**config.mk**
```make
export PLATFORM = sky130hd
export DESIGN_NAME = exp5_unidade_controle_jogada
export DESIGN_NICKNAME = d
export VERILOG_FILES = /design/src/rtl/exp5_unidade_controle_jogada_pkg.sv /design/src/rtl/exp5_unidade_controle_jogada_edge_detector.sv /design/src/rtl/exp5_unidade_controle_jogada.sv
export SDC_FILE = /design/constraint.sdc
export NUM_CORES = 1
export LEC_CHECK = 0
export CAP_MARGIN = 10
export CORE_MARGIN = 4
export CORE_UTILIZATION = 45
export CTS_BUF_LIST = sky130_fd_sc_hd__clkbuf_16
export DETAILED_ROUTE_END_ITERATION = 16
export PLACE_DENSITY = 0.67
export SYNTH_ARGS = -nofsm -noshare
export SYNTH_HDL_FRONTEND = slang
export SYNTH_HIERARCHICAL = 1
export SYNTH_SLANG_ARGS = --single-unit
```
**constraint.sdc**
```tcl
create_clock -name clock -period 2.8 [get_ports clock]
set_input_delay 0.56 -clock clock [delete_from_list [all_inputs] [get_ports clock]]
set_output_delay 0.56 -clock clock [all_outputs]
set_load 0.01 [all_outputs]
```
**src/rtl/exp5_unidade_controle_jogada_pkg.sv**
```systemverilog
// Shared definitions for the play-control unit: state codes (also the debug codes),
// default inactivity window and the state-to-output decode.
package exp5_unidade_controle_jogada_pkg;

  typedef enum logic [3:0] {
    INICIAL     = 4'b0000,
    PREPARACAO  = 4'b0001,
    ESPERA      = 4'b0010,
    REGISTRA    = 4'b0100,
    COMPARACAO  = 4'b0101,
    PROXIMO     = 4'b0110,
    FIM_ACERTO  = 4'b1010,
    FIM_ERRO    = 4'b1110,
    FIM_TIMEOUT = 4'b1101
  } estado_t;

  localparam int         TIMEOUT_PADRAO = 5000;
  localparam logic [3:0] DB_ILEGAL      = 4'b1111;

  typedef struct packed {
    logic       zera_c;
    logic       conta_c;
    logic       zera_r;
    logic       registra_r;
    logic       pronto;
    logic       acertou;
    logic       errou;
    logic       timeout;
    logic       timeout_ativo;
    logic [3:0] db_estado;
  } saidas_t;

  // Moore decode; an unknown code reports DB_ILEGAL with every control low.
  function automatic saidas_t decodifica(input estado_t e);
    saidas_t s;
    s           = '0;
    s.db_estado = e;
    case (e)
      INICIAL, PREPARACAO: begin
        s.zera_c = 1'b1;
        s.zera_r = 1'b1;
      end
      ESPERA:      s.timeout_ativo = 1'b1;
      REGISTRA:    s.registra_r    = 1'b1;
      COMPARACAO:  s.db_estado     = e;
      PROXIMO:     s.conta_c       = 1'b1;
      FIM_ACERTO: begin
        s.pronto  = 1'b1;
        s.acertou = 1'b1;
      end
      FIM_ERRO: begin
        s.pronto = 1'b1;
        s.errou  = 1'b1;
      end
      FIM_TIMEOUT: begin
        s.pronto  = 1'b1;
        s.timeout = 1'b1;
      end
      default:     s.db_estado = DB_ILEGAL;
    endcase
    return s;
  endfunction

endpackage

```
**src/rtl/exp5_unidade_controle_jogada_edge_detector.sv**
```systemverilog
// Rising-edge detector for a synchronous button level; one-cycle pulse per 0->1 change.
module edge_detector (
  input  logic clock,
  input  logic reset,
  input  logic sinal,
  output logic pulso
);

  logic sinal_ant;

  // history of the input level from the previous cycle
  always_ff @(posedge clock or negedge reset) begin
    if (!reset) begin
      sinal_ant <= 1'b0;
    end else begin
      sinal_ant <= sinal;
    end
  end

  assign pulso = sinal & ~sinal_ant;

endmodule

```
**src/rtl/exp5_unidade_controle_jogada.sv**
```systemverilog
// Moore control unit for the memory game: waits for each play press, compares,
// advances the address, and ends in acerto, erro or inactivity timeout.
module exp5_unidade_controle_jogada
  import exp5_unidade_controle_jogada_pkg::*;
#(
  parameter int TIMEOUT = TIMEOUT_PADRAO
) (
  input  logic       clock,
  input  logic       reset,
  input  logic       iniciar,
  input  logic       jogada,
  input  logic       fimC,
  input  logic       igual,
  output logic       zeraC,
  output logic       contaC,
  output logic       zeraR,
  output logic       registraR,
  output logic       pronto,
  output logic       acertou,
  output logic       errou,
  output logic       timeout,
  output logic [3:0] db_estado,
  output logic       db_timeout_ativo
);

  localparam int CW = (TIMEOUT > 2) ? $clog2(TIMEOUT) : 1;

  estado_t       estado;
  estado_t       prox_estado;
  saidas_t       saidas;
  logic [CW-1:0] tcount;
  logic          jogada_borda;
  logic          fim_janela;

  edge_detector u_borda_jogada (
    .clock (clock),
    .reset (reset),
    .sinal (jogada),
    .pulso (jogada_borda)
  );

  assign fim_janela = (tcount == CW'(TIMEOUT - 1));

  function automatic estado_t calc_proximo(input estado_t e, input logic ini,
                                           input logic borda, input logic janela,
                                           input logic ig, input logic fim);
    estado_t n;
    case (e)
      INICIAL:     n = ini ? PREPARACAO : INICIAL;
      PREPARACAO:  n = ESPERA;
      // a press on the last window cycle still counts: the edge takes priority
      ESPERA:      n = borda ? REGISTRA : (janela ? FIM_TIMEOUT : ESPERA);
      REGISTRA:    n = COMPARACAO;
      COMPARACAO:  n = !ig ? FIM_ERRO : (fim ? FIM_ACERTO : PROXIMO);
      PROXIMO:     n = ESPERA;
      FIM_ACERTO, FIM_ERRO, FIM_TIMEOUT: n = ini ? PREPARACAO : e;
      default:     n = INICIAL;
    endcase
    return n;
  endfunction

  assign prox_estado = calc_proximo(estado, iniciar, jogada_borda, fim_janela, igual, fimC);

  // state, per-position inactivity counter and outputs decoded from the next state
  always_ff @(posedge clock or negedge reset) begin
    if (!reset) begin
      estado <= INICIAL;
      tcount <= '0;
      saidas <= decodifica(INICIAL);
    end else begin
      estado <= prox_estado;
      saidas <= decodifica(prox_estado);
      if (prox_estado == ESPERA && estado == ESPERA) begin
        tcount <= tcount + CW'(1);
      end else begin
        tcount <= '0;
      end
    end
  end

  assign zeraC            = saidas.zera_c;
  assign contaC           = saidas.conta_c;
  assign zeraR            = saidas.zera_r;
  assign registraR        = saidas.registra_r;
  assign pronto           = saidas.pronto;
  assign acertou          = saidas.acertou;
  assign errou            = saidas.errou;
  assign timeout          = saidas.timeout;
  assign db_estado        = saidas.db_estado;
  assign db_timeout_ativo = saidas.timeout_ativo;

endmodule

```
# ---- Yosys cells after proc, flatten, opt, wreduce, memory -nomap -nowiden
# Index checks and enable logic that the tools add are counted.
dict set report totals {
  ff_bits 30
  latchBits 0
  ramBits 0
  rom_bits 0
  mem_count 0
}
dict set report classes {
  n_addsub 1
  n_mul 0
  n_div 0
  n_lt_le_gt_ge 0
  n_eq_ne 17
  n_shift 0
  mux 17
  bitwise_logic 2
  reduce_logical 8
}
# operator count
set ops {}
lappend ops {{equality test 4 x 3 -> 1 bit (second input constant)} 6}
lappend ops {{equality test 4 bit (second input constant)} 6}
lappend ops {{2-to-1 mux 4 bit} 6}
lappend ops {{case mux 4 bit (6 select lines)} 1}
lappend ops {{adder 13 x 1 -> 13 bit (second input constant)} 1}
lappend ops {{equality test 13 bit (second input constant)} 1}
lappend ops {{2-to-1 mux 13 bit} 1}
lappend ops {{2-to-1 mux 1 bit} 9}
lappend ops {{OR reduction 9 bit} 1}
lappend ops {{equality test 4 x 1 -> 1 bit (second input constant)} 2}
lappend ops {{equality test 4 x 2 -> 1 bit (second input constant)} 2}
lappend ops {{zero test 4 bit} 2}
lappend ops {{OR reduction 3 bit} 2}
lappend ops {{OR reduction 2 bit} 2}
lappend ops {{bitwise AND 1 bit} 1}
lappend ops {{logical AND 1 bit} 1}
lappend ops {{NOT 1 bit} 1}

# ---- Longest topological paths before layout
dict set report logic_depth {
  ltp_word 7
  depth_mapped 6
}

# ---- By module
# The synthesis kept the hierarchy.
# mod instances cells_each area_per_inst_um2
set modules_own_cells {}
lappend modules_own_cells {exp5_unidade_controle_jogada 1 125 1372.6}
lappend modules_own_cells {edge_detector 1 2 38.8}

# ---- Worst setup path after synthesis
# No wires, ideal clock.
dict set report synth_path {
  kind {reg-to-reg}
  from {register tcount[3]}
  to {register saidas (netlist bit contaC)}
  arrival_time_ps 1892
  setup_slack_ps 789
  path_stages_with_launch 6
  n_path_buf 1
  cell_sequence {dfrtp_1 -> or4b_1 -> or3_1 -> buf_6 -> o221ai_4 -> and3b_1}
}
dict set report synth_between {
  elab_chain_len 6
}
# item line
set synth_rtl {}
lappend synth_rtl {{start: declaration} exp5_unidade_controle_jogada.sv:31} ;# logic [CW-1:0] tcount;
lappend synth_rtl {{start signal: assignment} exp5_unidade_controle_jogada.sv:74} ;# tcount <= tcount + CW'(1);
lappend synth_rtl {{equality test 13 bit} exp5_unidade_controle_jogada.sv:42} ;# assign fim_janela = (tcount == CW'(TIMEOUT - 1));
lappend synth_rtl {{2-to-1 mux 4 bit (2 in series)} exp5_unidade_controle_jogada.sv:52} ;# ESPERA: n = borda ? REGISTRA : (janela ? FIM_TIMEOUT : ESPERA);
lappend synth_rtl {{case mux 4 bit (6 select lines)} exp5_unidade_controle_jogada.sv:48} ;# case (e)
lappend synth_rtl {{named net prox_estado[3]} exp5_unidade_controle_jogada.sv:29} ;# estado_t prox_estado;
lappend synth_rtl {{equality test 4 x 3 -> 1 bit} exp5_unidade_controle_jogada_pkg.sv:38} ;# case (e)
lappend synth_rtl {{2-to-1 mux 1 bit} exp5_unidade_controle_jogada_pkg.sv:38}
lappend synth_rtl {{end signal: assignment} exp5_unidade_controle_jogada.sv:69} ;# saidas <= decodifica(INICIAL);
lappend synth_rtl {{end signal: assignment} exp5_unidade_controle_jogada.sv:72} ;# saidas <= decodifica(prox_estado);
lappend synth_rtl {{end: declaration} exp5_unidade_controle_jogada.sv:30} ;# saidas_t saidas;
# The timed path passes the listed nets, and every way through them passes these cells.

# ---- Final worst setup path
# Ends and elaborated chain as after synthesis.

==> results.ini <==
[yosys]
syn_area_um2 = 1411
synth_top_area_cell = dfrtp_1
synthesis.nets = 134
synthXorXnorAreaFrac_pct = 6.826
synthesis.instances = 127
synth-seq-area-share_pct = 53.28
yosys_warnings = 6
ys_ff_latch = 30
synth_top_area_share_pct = 51.42
synth_mux_area_share_pct = 0
syn_area_per_cell_um2 = 11.11
synthAdderAreaFrac_pct = 0.8865
synth.area.top_cells = dfrtp_1 (51%), xnor2_1 (4.3%), nor2_1 (3.5%), xor2_1 (2.5%), nand3_1 (2.1%)
synth-simple-area-share_pct = 22.87
synth-compound-area-share_pct = 12.68
synth_cell_types = 36
synth_top_family_by_area = simple AND/OR/NAND/NOR gates

[clock_network]
htreeDepth = 2
post_cts_resized = 0
cts.clk_slew.worst_paths_ns = 0.05
cts_tree = done
clk_path_buf_depth = 2
cts_setup_buffers = 0
cts_buffers = 5
cts_root_buf = clkbuf_16
cts_hold_buf = 0
clock-sinks = 30
clk_latency_ns = 0.28

[place]
dp_hpwl_um = 1908
io_buffers = 18
dpl_worst_slack_ns = 0.3105
finalWeightedCongestion = 0.8698
post_dp_cell_area_um2 = 1620

[hold_path]
worstHoldPathCells = 1
hold_path_class = reg -> reg

[routing]
drc_errors = 0
drt-initial-drc-count = 35
vias_per_cell = 5.297
via_count = 1017
ant_nets = 0
routed_wl_um = 2654
routedWlPerCell_um = 13.82
first_pass_iters = 4

[global_routing]
first_global_vias = 1007
antenna_found_initial = 0
grt_max_degree = 31
grt_pass1_wl_um = 4657
grt.overflow.total = 0
grt_usage_pct = 15.46

[timing]
hold_violations = 0
skew_ns = 0.006411
max_freq_mhz = 404.7
setup_viol = 0
rsz0062_at_grt = no
period_minus_slack_ns = 2.471
maxSlewViolCount = 0
fin_tns_setup_ns = 0
max-slew-margin-rel_pct = 40.74
worstMarginPinSlew_ns = 0.8875
fin_ws_ns = 0.3291
worst_hold_slack_ns = 0.5241
period_share_pct = 88.25

[floorplanning]
dieArea_um2 = 4097
die_h_um = 64.01
start_util_pct = 46.61
io_pins = 19
die_w_um = 64.01
rows = 20
coreArea_um2 = 3028

[pwr]
power_frac_seq_pct = 36.3
ir_drop_uv = 366.9
power_frac_clock_pct = 37.0
share_comb_of_total_power_pct = 26.6
p_per_area_nw_per_um2 = 900.4
p_leak_uw = 0.0007209
swShare_pct = 29.56
power_uw = 1608
switchingPower_uw = 475.3
p_int_uw = 1132

[final_layout]
fillCellCount = 254
design_area_um2 = 1785
fin_nets = 154
drive_above_1_share_pct = 11.49
num_antenna_cells = 0
area_growth_pct = 26.51

[worst_setup_path]
cp_max_fo = 14
start_kind = register
endpoint_kind = register
worst-endpoint-required_ns = 2.97
cp_data_arrival_time_ns = 2.64
reg2reg_depth = 4
path_class = reg -> reg

[outcome]
status = completed

[run]
maxCapViolCount = 0

[cell families (layout without fill, tap and decap cells)]
logic type	count (synthesis)	after routing
flip-flops	30	30
buffers and inverters	10	31
AO/OA/AOI/OAI	20	20
XOR/XNOR	11	11
adder cells (fa/ha/maj)	1	1
AND/OR/NAND/NOR	55	55
[through the flow]
stage | instances | utilization [%]
2_1_floorplan | 127 | -
3_3_place_gp | 184 | 53.51
3_5_place_dp | 184 | 53.51
4_1_cts | 192 | 58.97
5_1_grt | 192 | 58.97
6_report | 192 | 58.97
[final timing paths]
path	startpoint	end	slack (ns)
min reg2reg	tcount[0]	tcount[0]	0.52
max in group asynchronous	reset	zeraR	1.80
max reg2reg	tcount[3]	contaC	0.33
max	tcount[3]	contaC	0.33
min	tcount[0]	tcount[0]	0.52
min in group asynchronous	reset	db_estado[0]	0.69
[layer usage]
layer  share of wire [%]  track usage (%)  up-vias
li1                    -                -      496
met1                  40            16.52      483
met2                  51            25.68       28
met3                 5.5            5.624       10
met4                 3.5            9.704        0
met5                   0                0        -
[cell type report]
cell class,count,area [um^2],area share (%)
Multi-Input combinational cell,87,610.6,34.20
Clock buffer,5,125.1,7.008
Clock inverter,3,40.04,2.242
Timing Repair Buffer,19,187.7,10.51
Sequential cell,30,752.0,42.12
Inverter,4,15.01,0.8409
Tap cell,44,55.05,3.083
[registers in the layout (all words and copies together), names as in the netlist]
register / count
timeout: 1
db_estado: 4
contaC: 1
estado: 4
registraR: 1
u_borda_jogada/sinal_ant: 1
acertou: 1
pronto: 1
db_timeout_ativo: 1
errou: 1
tcount: 13
zeraR: 1
[worst max-delay path, cell delays in order (launching register included)]
cell	delay, ns
dfrtp_1	0.42
or4b_1	0.57
o311ai_2	0.81
o211ai_1	0.31
and3b_1	0.26
[synth_stat cells (all sizes together)]
cell / number
dfrtp: 29
o21ai: 3
o311ai: 1
or4b: 2
a31oi: 2
or3: 3
xnor2: 7
nor3b: 2
ha: 1
nand2b: 1
and3b: 2
o221ai: 3
o211ai: 6
nor4bb: 1
nand2: 6
inv: 4
nor3: 5
buf: 2
nor2: 13
a22oi: 1
a21oi: 4
nor2b: 5
and3: 2
nor4b: 3
dfstp: 1
nand4: 4
xor2: 4
nand3: 6
clkbuf: 4
[placed cells by master, fill, tap and decap left out, drive strengths merged]
cell type	instances
nand3	6
or4b	2
o21ai	3
buf	1
xnor2	7
a31oi	2
clkbuf	5
a21oi	4
and3	2
a22oi	1
nor2b	5
nand2	6
clkdlybuf4s50	18
nor3b	2
nor4b	3
o221ai	3
nand4	4
inv	4
bufinv	1
or3	3
dfrtp	29
ha	1
o211ai	6
o311ai	1
clkinv	2
nor4bb	1
xor2	4
nand2b	1
nor3	5
nor2	13
and3b	2
dfstp	1
[power by group through the flow]
stage | registers [uW] | logic, uW | clock network (uW)
floorplan | 580 | 282 | 0
global placement | 588 | 426 | 0
detailed placement | 594 | 431 | 0
CTS | 584 | 437 | 608
global route | 592 | 478 | 647
finish | 584 | 428 | 595
(Power assumes the default switching activity.)
